File: config.mk
export PLATFORM = sky130hd
export DESIGN_NAME = system_acl_iface_sys_description_reader
export DESIGN_NICKNAME = d
export VERILOG_FILES = /design/src/rtl/system_acl_iface_sys_desc_pkg.sv /design/src/rtl/system_acl_iface_sys_desc_reader_fifo.sv /design/src/rtl/system_acl_iface_sys_description_reader.sv
export SDC_FILE = /design/constraint.sdc
export NUM_CORES = 1
export LEC_CHECK = 0
export CAP_MARGIN = 40
export CORE_MARGIN = 2
export CORE_UTILIZATION = 58
export CTS_BUF_LIST = sky130_fd_sc_hd__clkbuf_4 sky130_fd_sc_hd__clkbuf_8 sky130_fd_sc_hd__clkbuf_16
export CTS_CLUSTER_SIZE = 14
export DETAILED_ROUTE_END_ITERATION = 8
export MAX_ROUTING_LAYER = met4
export PLACE_DENSITY = 0.84
export SYNTH_ARGS = -nofsm -noshare
export SYNTH_HDL_FRONTEND = slang
export SYNTH_SLANG_ARGS = --single-unit
File: constraint.sdc
create_clock -name clk -period 5.6 [get_ports clk]
set_input_delay 0.56 -clock clk [delete_from_list [all_inputs] [get_ports clk]]
set_output_delay 0.56 -clock clk [all_outputs]
set_load 0.05 [all_outputs]
File: src/rtl/system_acl_iface_sys_desc_pkg.sv
// Shared definitions for the system description reader: FSM encoding, default sizes
// and the byteenable constant. Optional checksum output: SYS_DESC_READER_CHECKSUM_EN.
package system_acl_iface_sys_desc_pkg;

    localparam int SYS_DESC_ADDR_W     = 9;
    localparam int SYS_DESC_DATA_W     = 64;
    localparam int SYS_DESC_FIFO_DEPTH = 4;

    // Wide enough for any sane DATA_W; the top slices off DATA_W/8 bits.
    localparam logic [127:0] SYS_DESC_BE_ALL_ONES = '1;

    typedef enum logic [1:0] {
        ST_IDLE  = 2'd0,
        ST_ISSUE = 2'd1,
        ST_DRAIN = 2'd2
    } state_e;

endpackage

File: src/rtl/system_acl_iface_sys_desc_reader_fifo.sv
// Synchronous output buffer: read data comes straight from the registered read
// pointer; a write into a full FIFO is accepted only alongside a read.
module system_acl_iface_sys_desc_reader_fifo #(
    parameter int DATA_W = 64,
    parameter int DEPTH  = 4
) (
    input  logic                     clk,
    input  logic                     reset,
    input  logic                     wr_en,
    input  logic [DATA_W-1:0]        wr_data,
    input  logic                     rd_en,
    output logic [DATA_W-1:0]        rd_data,
    output logic                     full,
    output logic                     empty,
    output logic [$clog2(DEPTH):0]   count
);
    localparam int AW = $clog2(DEPTH);
    localparam logic [AW-1:0] PTR_ONE   = 1;
    localparam logic [AW:0]   CNT_ONE   = 1;
    localparam logic [AW:0]   CNT_DEPTH = DEPTH;

    logic [DATA_W-1:0] mem_q [DEPTH];
    logic [AW-1:0]     wr_ptr_q;
    logic [AW-1:0]     rd_ptr_q;
    logic [AW:0]       count_q;
    logic              wr_fire;
    logic              rd_fire;

    assign full    = (count_q == CNT_DEPTH);
    assign empty   = (count_q == '0);
    assign count   = count_q;
    assign rd_data = mem_q[rd_ptr_q];
    assign rd_fire = rd_en && !empty;
    assign wr_fire = wr_en && (!full || rd_en);

    always_ff @(posedge clk) begin
        if (wr_fire) begin
            mem_q[wr_ptr_q] <= wr_data;
        end
    end

    always_ff @(posedge clk) begin
        if (reset) begin
            wr_ptr_q <= '0;
            rd_ptr_q <= '0;
            count_q  <= '0;
        end else begin
            if (wr_fire) wr_ptr_q <= wr_ptr_q + PTR_ONE;
            if (rd_fire) rd_ptr_q <= rd_ptr_q + PTR_ONE;
            if (wr_fire && !rd_fire)      count_q <= count_q + CNT_ONE;
            else if (rd_fire && !wr_fire) count_q <= count_q - CNT_ONE;
        end
    end

endmodule

File: src/rtl/system_acl_iface_sys_description_reader.sv
// Burst reader for the system description ROM over Avalon-MM, streaming words out
// through a credit-limited FIFO. Optional checksum port: SYS_DESC_READER_CHECKSUM_EN.
module system_acl_iface_sys_description_reader
    import system_acl_iface_sys_desc_pkg::*;
#(
    parameter int ADDR_W     = SYS_DESC_ADDR_W,
    parameter int DATA_W     = SYS_DESC_DATA_W,
    parameter int FIFO_DEPTH = SYS_DESC_FIFO_DEPTH
) (
    input  logic                  clk,
    input  logic                  reset,
    input  logic                  start,
    input  logic [ADDR_W-1:0]     base_addr,
    input  logic [ADDR_W:0]       word_count,
    output logic                  busy,
    output logic                  done,
    output logic [ADDR_W-1:0]     avm_address,
    output logic                  avm_read,
    output logic [DATA_W/8-1:0]   avm_byteenable,
    input  logic                  avm_waitrequest,
    input  logic [DATA_W-1:0]     avm_readdata,
    input  logic                  avm_readdatavalid,
    output logic                  out_valid,
    input  logic                  out_ready,
    output logic [DATA_W-1:0]     out_data,
    output logic                  out_last,
    output logic [1:0]            dbg_state_o
`ifdef SYS_DESC_READER_CHECKSUM_EN
    ,
    output logic [DATA_W-1:0]     checksum
`endif
);
    localparam int CW = $clog2(FIFO_DEPTH) + 1;
    localparam logic [ADDR_W-1:0] ADDR_ONE = 1;
    localparam logic [ADDR_W:0]   WC_ONE   = 1;
    localparam logic [CW-1:0]     PEND_ONE = 1;
    localparam logic [CW:0]       CREDITS  = FIFO_DEPTH;

    state_e              state_q, state_d;
    logic [ADDR_W-1:0]   addr_q, addr_d;
    logic [ADDR_W:0]     issue_rem_q, issue_rem_d;
    logic [ADDR_W:0]     out_rem_q, out_rem_d;
    logic [CW-1:0]       pending_q, pending_d;
    logic                zero_done_q, zero_done_d;

    logic [CW-1:0]       fifo_count;
    logic                fifo_full;
    logic                fifo_empty;
    logic [DATA_W-1:0]   fifo_rd_data;
    logic [CW:0]         credit_used;
    logic                start_acc;
    logic                req_acc;
    logic                rdv_in;
    logic                out_fire;
    logic                last_fire;

    assign busy        = (state_q != ST_IDLE) || zero_done_q;
    assign start_acc   = start && !busy;
    // Reads in flight plus buffered words never exceed the FIFO, so returns always fit.
    assign credit_used = {1'b0, pending_q} + {1'b0, fifo_count};
    assign avm_read    = (state_q == ST_ISSUE) && !fifo_full && (credit_used < CREDITS);
    assign req_acc     = avm_read && !avm_waitrequest;
    assign rdv_in      = avm_readdatavalid && (state_q != ST_IDLE);

    assign out_valid   = !fifo_empty;
    assign out_fire    = out_valid && out_ready;
    assign out_last    = out_valid && (out_rem_q == WC_ONE);
    assign last_fire   = out_fire && out_last;
    assign out_data    = fifo_empty ? '0 : fifo_rd_data;
    assign done        = zero_done_q || ((state_q == ST_DRAIN) && last_fire);

    assign avm_address    = addr_q;
    assign avm_byteenable = SYS_DESC_BE_ALL_ONES[DATA_W/8-1:0];
    assign dbg_state_o    = state_q;

    always_comb begin
        state_d     = state_q;
        addr_d      = addr_q;
        issue_rem_d = issue_rem_q;
        out_rem_d   = out_rem_q;
        pending_d   = pending_q;
        zero_done_d = 1'b0;
        case (state_q)
            ST_IDLE: begin
                if (start_acc) begin
                    addr_d      = base_addr;
                    issue_rem_d = word_count;
                    out_rem_d   = word_count;
                    if (word_count == '0) zero_done_d = 1'b1;
                    else                  state_d     = ST_ISSUE;
                end
            end
            ST_ISSUE: begin
                if (req_acc) begin
                    addr_d      = addr_q + ADDR_ONE;
                    issue_rem_d = issue_rem_q - WC_ONE;
                    if (issue_rem_q == WC_ONE) state_d = ST_DRAIN;
                end
            end
            ST_DRAIN: begin
                if (last_fire) state_d = ST_IDLE;
            end
            default: state_d = ST_IDLE;
        endcase
        if (out_fire) out_rem_d = out_rem_q - WC_ONE;
        if (req_acc && !rdv_in) begin
            pending_d = pending_q + PEND_ONE;
        end else if (!req_acc && rdv_in && (pending_q != '0)) begin
            pending_d = pending_q - PEND_ONE;
        end
    end

    always_ff @(posedge clk) begin
        if (reset) begin
            state_q     <= ST_IDLE;
            addr_q      <= '0;
            issue_rem_q <= '0;
            out_rem_q   <= '0;
            pending_q   <= '0;
            zero_done_q <= 1'b0;
        end else begin
            state_q     <= state_d;
            addr_q      <= addr_d;
            issue_rem_q <= issue_rem_d;
            out_rem_q   <= out_rem_d;
            pending_q   <= pending_d;
            zero_done_q <= zero_done_d;
        end
    end

    system_acl_iface_sys_desc_reader_fifo #(
        .DATA_W (DATA_W),
        .DEPTH  (FIFO_DEPTH)
    ) u_fifo (
        .clk     (clk),
        .reset   (reset),
        .wr_en   (rdv_in),
        .wr_data (avm_readdata),
        .rd_en   (out_fire),
        .rd_data (fifo_rd_data),
        .full    (fifo_full),
        .empty   (fifo_empty),
        .count   (fifo_count)
    );

`ifdef SYS_DESC_READER_CHECKSUM_EN
    logic [DATA_W-1:0] checksum_q;

    always_ff @(posedge clk) begin
        if (reset || start_acc) checksum_q <= '0;
        else if (out_fire)      checksum_q <= checksum_q ^ out_data;
    end

    assign checksum = checksum_q;
`endif

endmodule

After elaboration in Yosys (flattened, before gate mapping)
Memory sizes are Yosys's and may differ from the RTL's. A register that Yosys moved wholly into a read port is not among the register bits.
Cells that the tools add are included.
{"block": "totals", "in_bits": 89, "mem_bits_rw": 256, "reg_bits": 42, "out_inout_bits": 88, "latch_bits": 0, "romBits": 0, "memories": 1, "wordCells": 98}
{"name": "u_fifo.mem_q", "depth": 4, "width": 64, "rd": 1, "rd_ports_with_merged_regs": 1, "wr": 1, "line_no": "system_acl_iface_sys_desc_reader_fifo.sv:22", "source": "logic [DATA_W-1:0] mem_q [DEPTH];"}
{"block": "op_classes", "n_div": 0, "n_mux": 24, "n_shift": 0, "magnitude_cmp": 1, "reduce_logical": 41, "add_sub_neg": 10, "eq_ne": 10, "n_mul": 0, "n_bitwise": 2}
{"operator": "2-to-1 mux 64 bit", "count": 1}
{"operator": "2-to-1 mux 10 bit", "count": 4}
{"operator": "== test 10 x 1 -> 1 bit (second input constant)", "count": 2}
{"operator": "one-hot mux 10 bit (2 select lines)", "count": 1}
{"operator": "subtractor 10 x 1 -> 10 bit (second input constant)", "count": 2}
{"operator": "2-to-1 mux 9 bit", "count": 2}
{"operator": "one-hot mux 9 bit (2 select lines)", "count": 1}
{"operator": "logical AND 1 bit", "count": 16}
{"operator": "2-to-1 mux 2 bit", "count": 7}
{"operator": "2-to-1 mux 3 bit", "count": 4}
{"operator": "nonzero test 2 bit", "count": 6}
{"operator": "logical NOT 10 bit", "count": 1}
{"operator": "adder 9 x 1 -> 9 bit (second input constant)", "count": 1}
{"operator": "logical NOT 1 bit", "count": 8}
{"operator": "inequality test 2 bit (second input constant)", "count": 4}
{"operator": "adder 3 x 1 -> 3 bit (second input constant)", "count": 2}
{"operator": "one-hot mux 2 bit (3 select lines)", "count": 1}
{"operator": "subtractor 3 x 1 -> 3 bit (second input constant)", "count": 2}
{"operator": "AND reduction 5 bit", "count": 1}
{"operator": "adder 2 x 1 -> 2 bit (second input constant)", "count": 2}
{"operator": "adder 3 x 3 -> 4 bit", "count": 1}
{"operator": "less-than comparator 4 x 3 -> 1 bit (second input constant)", "count": 1}
{"operator": "== test 3 bit (second input constant)", "count": 1}
{"operator": "logical NOT 3 bit", "count": 1}
{"operator": "11 further kinds", "count": 16}

Depth between registers and ports, before layout
{"block": "logic_depth", "depth_word": 10, "mapped_depth": 9, "depth_no_buf": 8}

Cells and area by module
A second synthesis with hierarchy kept.
{"block": "hier_totals", "hier_cells": 745, "area_unflattened_um2": 12498.2}
{"module": "system_acl_iface_sys_desc_reader_fifo", "cells_per_inst": 382, "seq_area_each_um2": 7867.5, "n_inst": 1, "area_each_um2": 9779.4}
{"module": "system_acl_iface_sys_description_reader", "cells_per_inst": 363, "seq_area_each_um2": 700.7, "n_inst": 1, "area_each_um2": 2718.9}

Worst setup path before layout
Ideal clock, no wire load.
{"block": "synth_timing", "kind": "register -> output", "from": "register state_q[0] (netlist: dbg_state_o[0])", "to": "output port avm_read", "setup_slack_ps": 2314, "arrival_time_ps": 2726, "stages_incl_launch_ff": 5, "required_ps": 5040, "path_buffers": 2, "path_cell_list": "dfxtp_1 nand2b_1 buf_2 clkbuf_1 nor4_1"}
{"block": "synth_via", "elab_chain_len": 3}
{"item": "from (decl)", "line_no": "system_acl_iface_sys_description_reader.sv:39", "source": "state_e state_q, state_d;"}
{"item": "from (signal assigned)", "line_no": "system_acl_iface_sys_description_reader.sv:122", "source": "state_q <= state_d;"}
{"item": "== test 2 x 1 -> 1 bit", "line_no": "system_acl_iface_sys_description_reader.sv:61", "source": "assign avm_read = (state_q == ST_ISSUE) && !fifo_full && (credit_used < CREDITS);"}
{"item": "logical AND 1 bit (2 in series)", "line_no": "system_acl_iface_sys_description_reader.sv:61"}
{"item": "to (decl)", "line_no": "system_acl_iface_sys_description_reader.sv:18", "source": "output logic avm_read,"}
Every way passes these cells.

Worst setup path in the final report
{"block": "layout_timing", "from": "register u_fifo.count_q[0] (netlist: u_fifo.count[0])", "to": "output port out_data[48]"}
{"block": "layout_via", "elab_chain_len": 2}
{"item": "from (decl)", "line_no": "system_acl_iface_sys_desc_reader_fifo.sv:25", "source": "logic [AW:0] count_q;"}
{"item": "from (signal assigned)", "line_no": "system_acl_iface_sys_desc_reader_fifo.sv:50", "source": "if (wr_fire && !rd_fire) count_q <= count_q + CNT_ONE;"}
{"item": "from (signal assigned)", "line_no": "system_acl_iface_sys_desc_reader_fifo.sv:51", "source": "else if (rd_fire && !wr_fire) count_q <= count_q - CNT_ONE;"}
{"item": "logical NOT 3 bit", "line_no": "system_acl_iface_sys_desc_reader_fifo.sv:30", "source": "assign empty = (count_q == '0);"}
{"item": "2-to-1 mux 64 bit", "line_no": "system_acl_iface_sys_description_reader.sv:69", "source": "assign out_data = fifo_empty ? '0 : fifo_rd_data;"}
{"item": "to (decl)", "line_no": "system_acl_iface_sys_description_reader.sv:25", "source": "output logic [DATA_W-1:0] out_data,"}
Every way passes these cells.

==> out/summary.txt <==
Flop2flop setup slack -> 2770 ps
Clk_skew -> 13.37 ps
WP data arrival -> 3260 ps
Prevailing post-synth register cell -> edfxtp_1
CP endpoint kind -> output port
Final setup vio count -> 0
Slew of the pin with the lowest slew margin -> 822.0 ps
Pwr dens -> 502.3 nW/µm²
Internal -> 4.864 mW
Initial Util -> 59.11%
Power share of the combinational group -> 39.6%
Routed len/inst -> 22.71 µm
Final min period -> 3821 ps
Switching Share -> 37.45%
Post-synthesis async set-or-reset flop share -> 0%
Worst path cell trace -> or3_2 > buf_4 > and2_1 > clkdlybuf4s50_1
RePlAce Congestion -> 0.8134
EDFF count, synth -> 256
Synthesis-to-finish area growth -> 24.18%
Finished Core Util -> 73.41%
DIE WIDTH -> 150.6 µm
Hold slack final -> 494.8 ps
Register area -> 8573 µm²
CP Data Required Time -> 5040 ps
Maximum vdd drop -> 392.1 µV
CORE AREA -> 21,090 µm²
Max cap viols -> 0
Grt ovf -> 0
Total vias in the final route -> 7,476
Pins over their slew limit -> 0
Critical Path Source Type -> register
Initial detailed-routing violation count -> 593
Dpl hpwl -> 16,370 µm
Post-Synthesis Cells -> 755
Nets -> 1,033
First-pass GRT wire length -> 43,070 µm
IO Pins -> 177
Ys Warns -> 0
Vias per cell -> 6.083
Bufs on Longest Clock Path -> 3
CTS Sinks -> 300
Max Fclk -> 261.7 MHz
WS Path Type -> reg -> out
Sequential share of the synthesized area -> 68.73%
GRT Util Overall -> 25.86%
CP max-delay cell -> clkdlybuf4s50_1
CP max stage delay -> 870 ps
Commonest non-fill, non-tap cells in the layout -> 256 x edfxtp_1, 168 x clkdlybuf4s50_1, 65 x and2_1
Flop pwr share -> 34.3%
Crit path max fanout -> 40
Fill count -> 1,263
Worst Hold Class -> reg -> reg
Unrepaired setup endpoints after global routing -> false
Static leakage -> 5.077 nW
Post-route clock period utilization -> 68.24%
Vias in the first global route -> 7,595
Root buf cell -> clkbuf_16
Clock-pin slew on the worst setup and hold paths -> 60 ps
IO Port Bufs -> 168
Post-synth cell types -> 62
DRC -> 0
Maximum number of pins on one net before global-route repair -> 54
Antenna violations before repair -> 2
Post-Syn Area per Cell -> 16.51 µm²
Post-CTS setup buffer count -> 0
Final Hold Vio Count -> 0
Final setup TNS -> 0 ps
Num rows -> 53
Die Footprint -> 22,680 µm²
Post-Route WL -> 27,910 µm
Status -> complete, no violations
CTS tree -> done
Net switching power -> 2.912 mW
Synthesized area -> 12,470 µm²
Multi-input logic area -> 3631 µm²
H-tree level count -> 1
Layout cells sized above 1 -> 16.51%
Hold Buf Count CTS -> 0
TritonCTS Buffers -> 30
Worst-skew pair later-pin latency -> 550 ps
Chip height -> 150.6 µm
Clock power frac -> 26.2%
Seq cells post-synth -> 300
Commonest non-fill, non-tap cell in the layout -> edfxtp_1
First-pass DRT Iterations -> 5
Post_cts resized -> 0
Post-route ant nets -> 0
Rel. slew slack -> 45.20%
## path summary, 6_finish.rpt
| path | start | endpoint | depth (start not counted) |
|---|---|---|---|
| min | issue_rem_q[8]$_SDFFE_PP0P_ | issue_rem_q[8]$_SDFFE_PP0P_ | 2 |
| min reg2reg | issue_rem_q[8]$_SDFFE_PP0P_ | issue_rem_q[8]$_SDFFE_PP0P_ | 2 |
| max reg2reg | u_fifo.count[0]$_SDFFE_PP0P_ | u_fifo.count[2]$_SDFFE_PP0P_ | 8 |
| max | u_fifo.count[0]$_SDFFE_PP0P_ | out_data[48] | 4 |
## power by group through the flow
stage | combinational [mW] | clock (mW) | sequential [mW]
6_report | 3.08 | 2.04 | 2.66
5_1_grt | 3.23 | 2.15 | 2.69
4_1_cts | 3.10 | 2.06 | 2.67
3_5_place_dp | 3.05 | 0 | 2.71
3_3_place_gp | 3.01 | 0 | 2.72
2_1_floorplan | 2.11 | 0 | 2.67
## through the flow
stage / instance area [µm²] / instances / setup slack, ps / total power, mW
2_1_floorplan: 12490 / 762 / 2314 / 4.775
3_3_place_gp: 14380 / 1168 / 2165 / 5.725
3_5_place_dp: 14460 / 1173 / 2131 / 5.760
4_1_cts: 15470 / 1226 / 1683 / 7.822
5_1_grt: 15480 / 1228 / 1603 / 8.061
6_report: 15480 / 1229 / 1779 / 7.776
## worst max-delay path: cells and delay by family, from the launching register on
family | cells | cell delay (ps)
flops | 1 | 480
buf+inv | 2 | 1310
simple gates | 2 | 910
## sequential cells by signal, indices dropped and copies added, names as in the netlist, named ones only
name             cells
u_fifo.wr_ptr_q      2
u_fifo.mem_q       256
zero_done_q          1
avm_address          9
issue_rem_q         10
dbg_state_o          2
u_fifo.count         3
u_fifo.rd_ptr_q      2
out_rem_q           10
pending_q            3
## synth_stat cells, drive strengths merged, types with 3 or more instances
cell / instances / area (µm²)
ha: 12 / 150.1
clkbuf: 25 / 93.84
and4: 4 / 35.03
or3: 4 / 25.02
a221oi: 5 / 50.04
or4: 5 / 37.54
a31oi: 10 / 62.56
xor2: 3 / 26.28
nor3: 11 / 55.05
nand3: 10 / 50.05
a22oi: 3 / 22.52
dfxtp: 44 / 880.8
mux2i: 6 / 60.06
nor2b: 4 / 25.02
nand2: 33 / 123.9
mux4: 64 / 1441
nand4: 7 / 43.79
o21a: 3 / 22.52
a21oi: 33 / 165.2
and2: 69 / 431.7
edfxtp: 256 / 7687
o21ai: 14 / 70.06
o22ai: 4 / 25.02
o32ai: 11 / 163.9
nor4: 8 / 50.05
nor2: 34 / 137.6
buf: 25 / 156.4
inv: 11 / 41.29
## layout make-up
class / count / area share (%)
Timing Repair Buffer: 186 / 12.01
Clock buffer: 39 / 5.561
Clock inverter: 14 / 1.002
Tap cell: 275 / 2.223
Sequential cell: 300 / 55.38
Inverter: 13 / 0.3152
Multi-Input combinational cell: 399 / 23.46
Antenna cell: 3 / 0.04850
## per-layer routing
layer  share of wire, %  vias to the layer above  GRT usage (%)  wire length [µm]
met5                  0                        -              -                 0
met3                9.3                       57          6.970              2593
li1                   -                     3321              -                 -
met1                 38                     3743          32.54             10620
met2                 51                      355          42.45             14130
met4                2.1                        0          6.308               579
## logic make-up (layout without fill, tap and decap cells)
family | Yosys count | after routing | share of synthesized area [%]
flip-flops | 300 | 300 | 68.73
multiplexers | 72 | 72 | 12.23
AO/OA/AOI/OAI | 98 | 98 | 5.701
XOR/XNOR | 5 | 5 | 0.3514
other | 1 | 11 | 0.03008
adder cells (fa/ha/maj) | 14 | 14 | 1.526
AND/OR/NAND/NOR | 202 | 202 | 9.033
buffers and inverters | 63 | 252 | 2.399
Note: power is estimated with default switching activity, not from simulation.
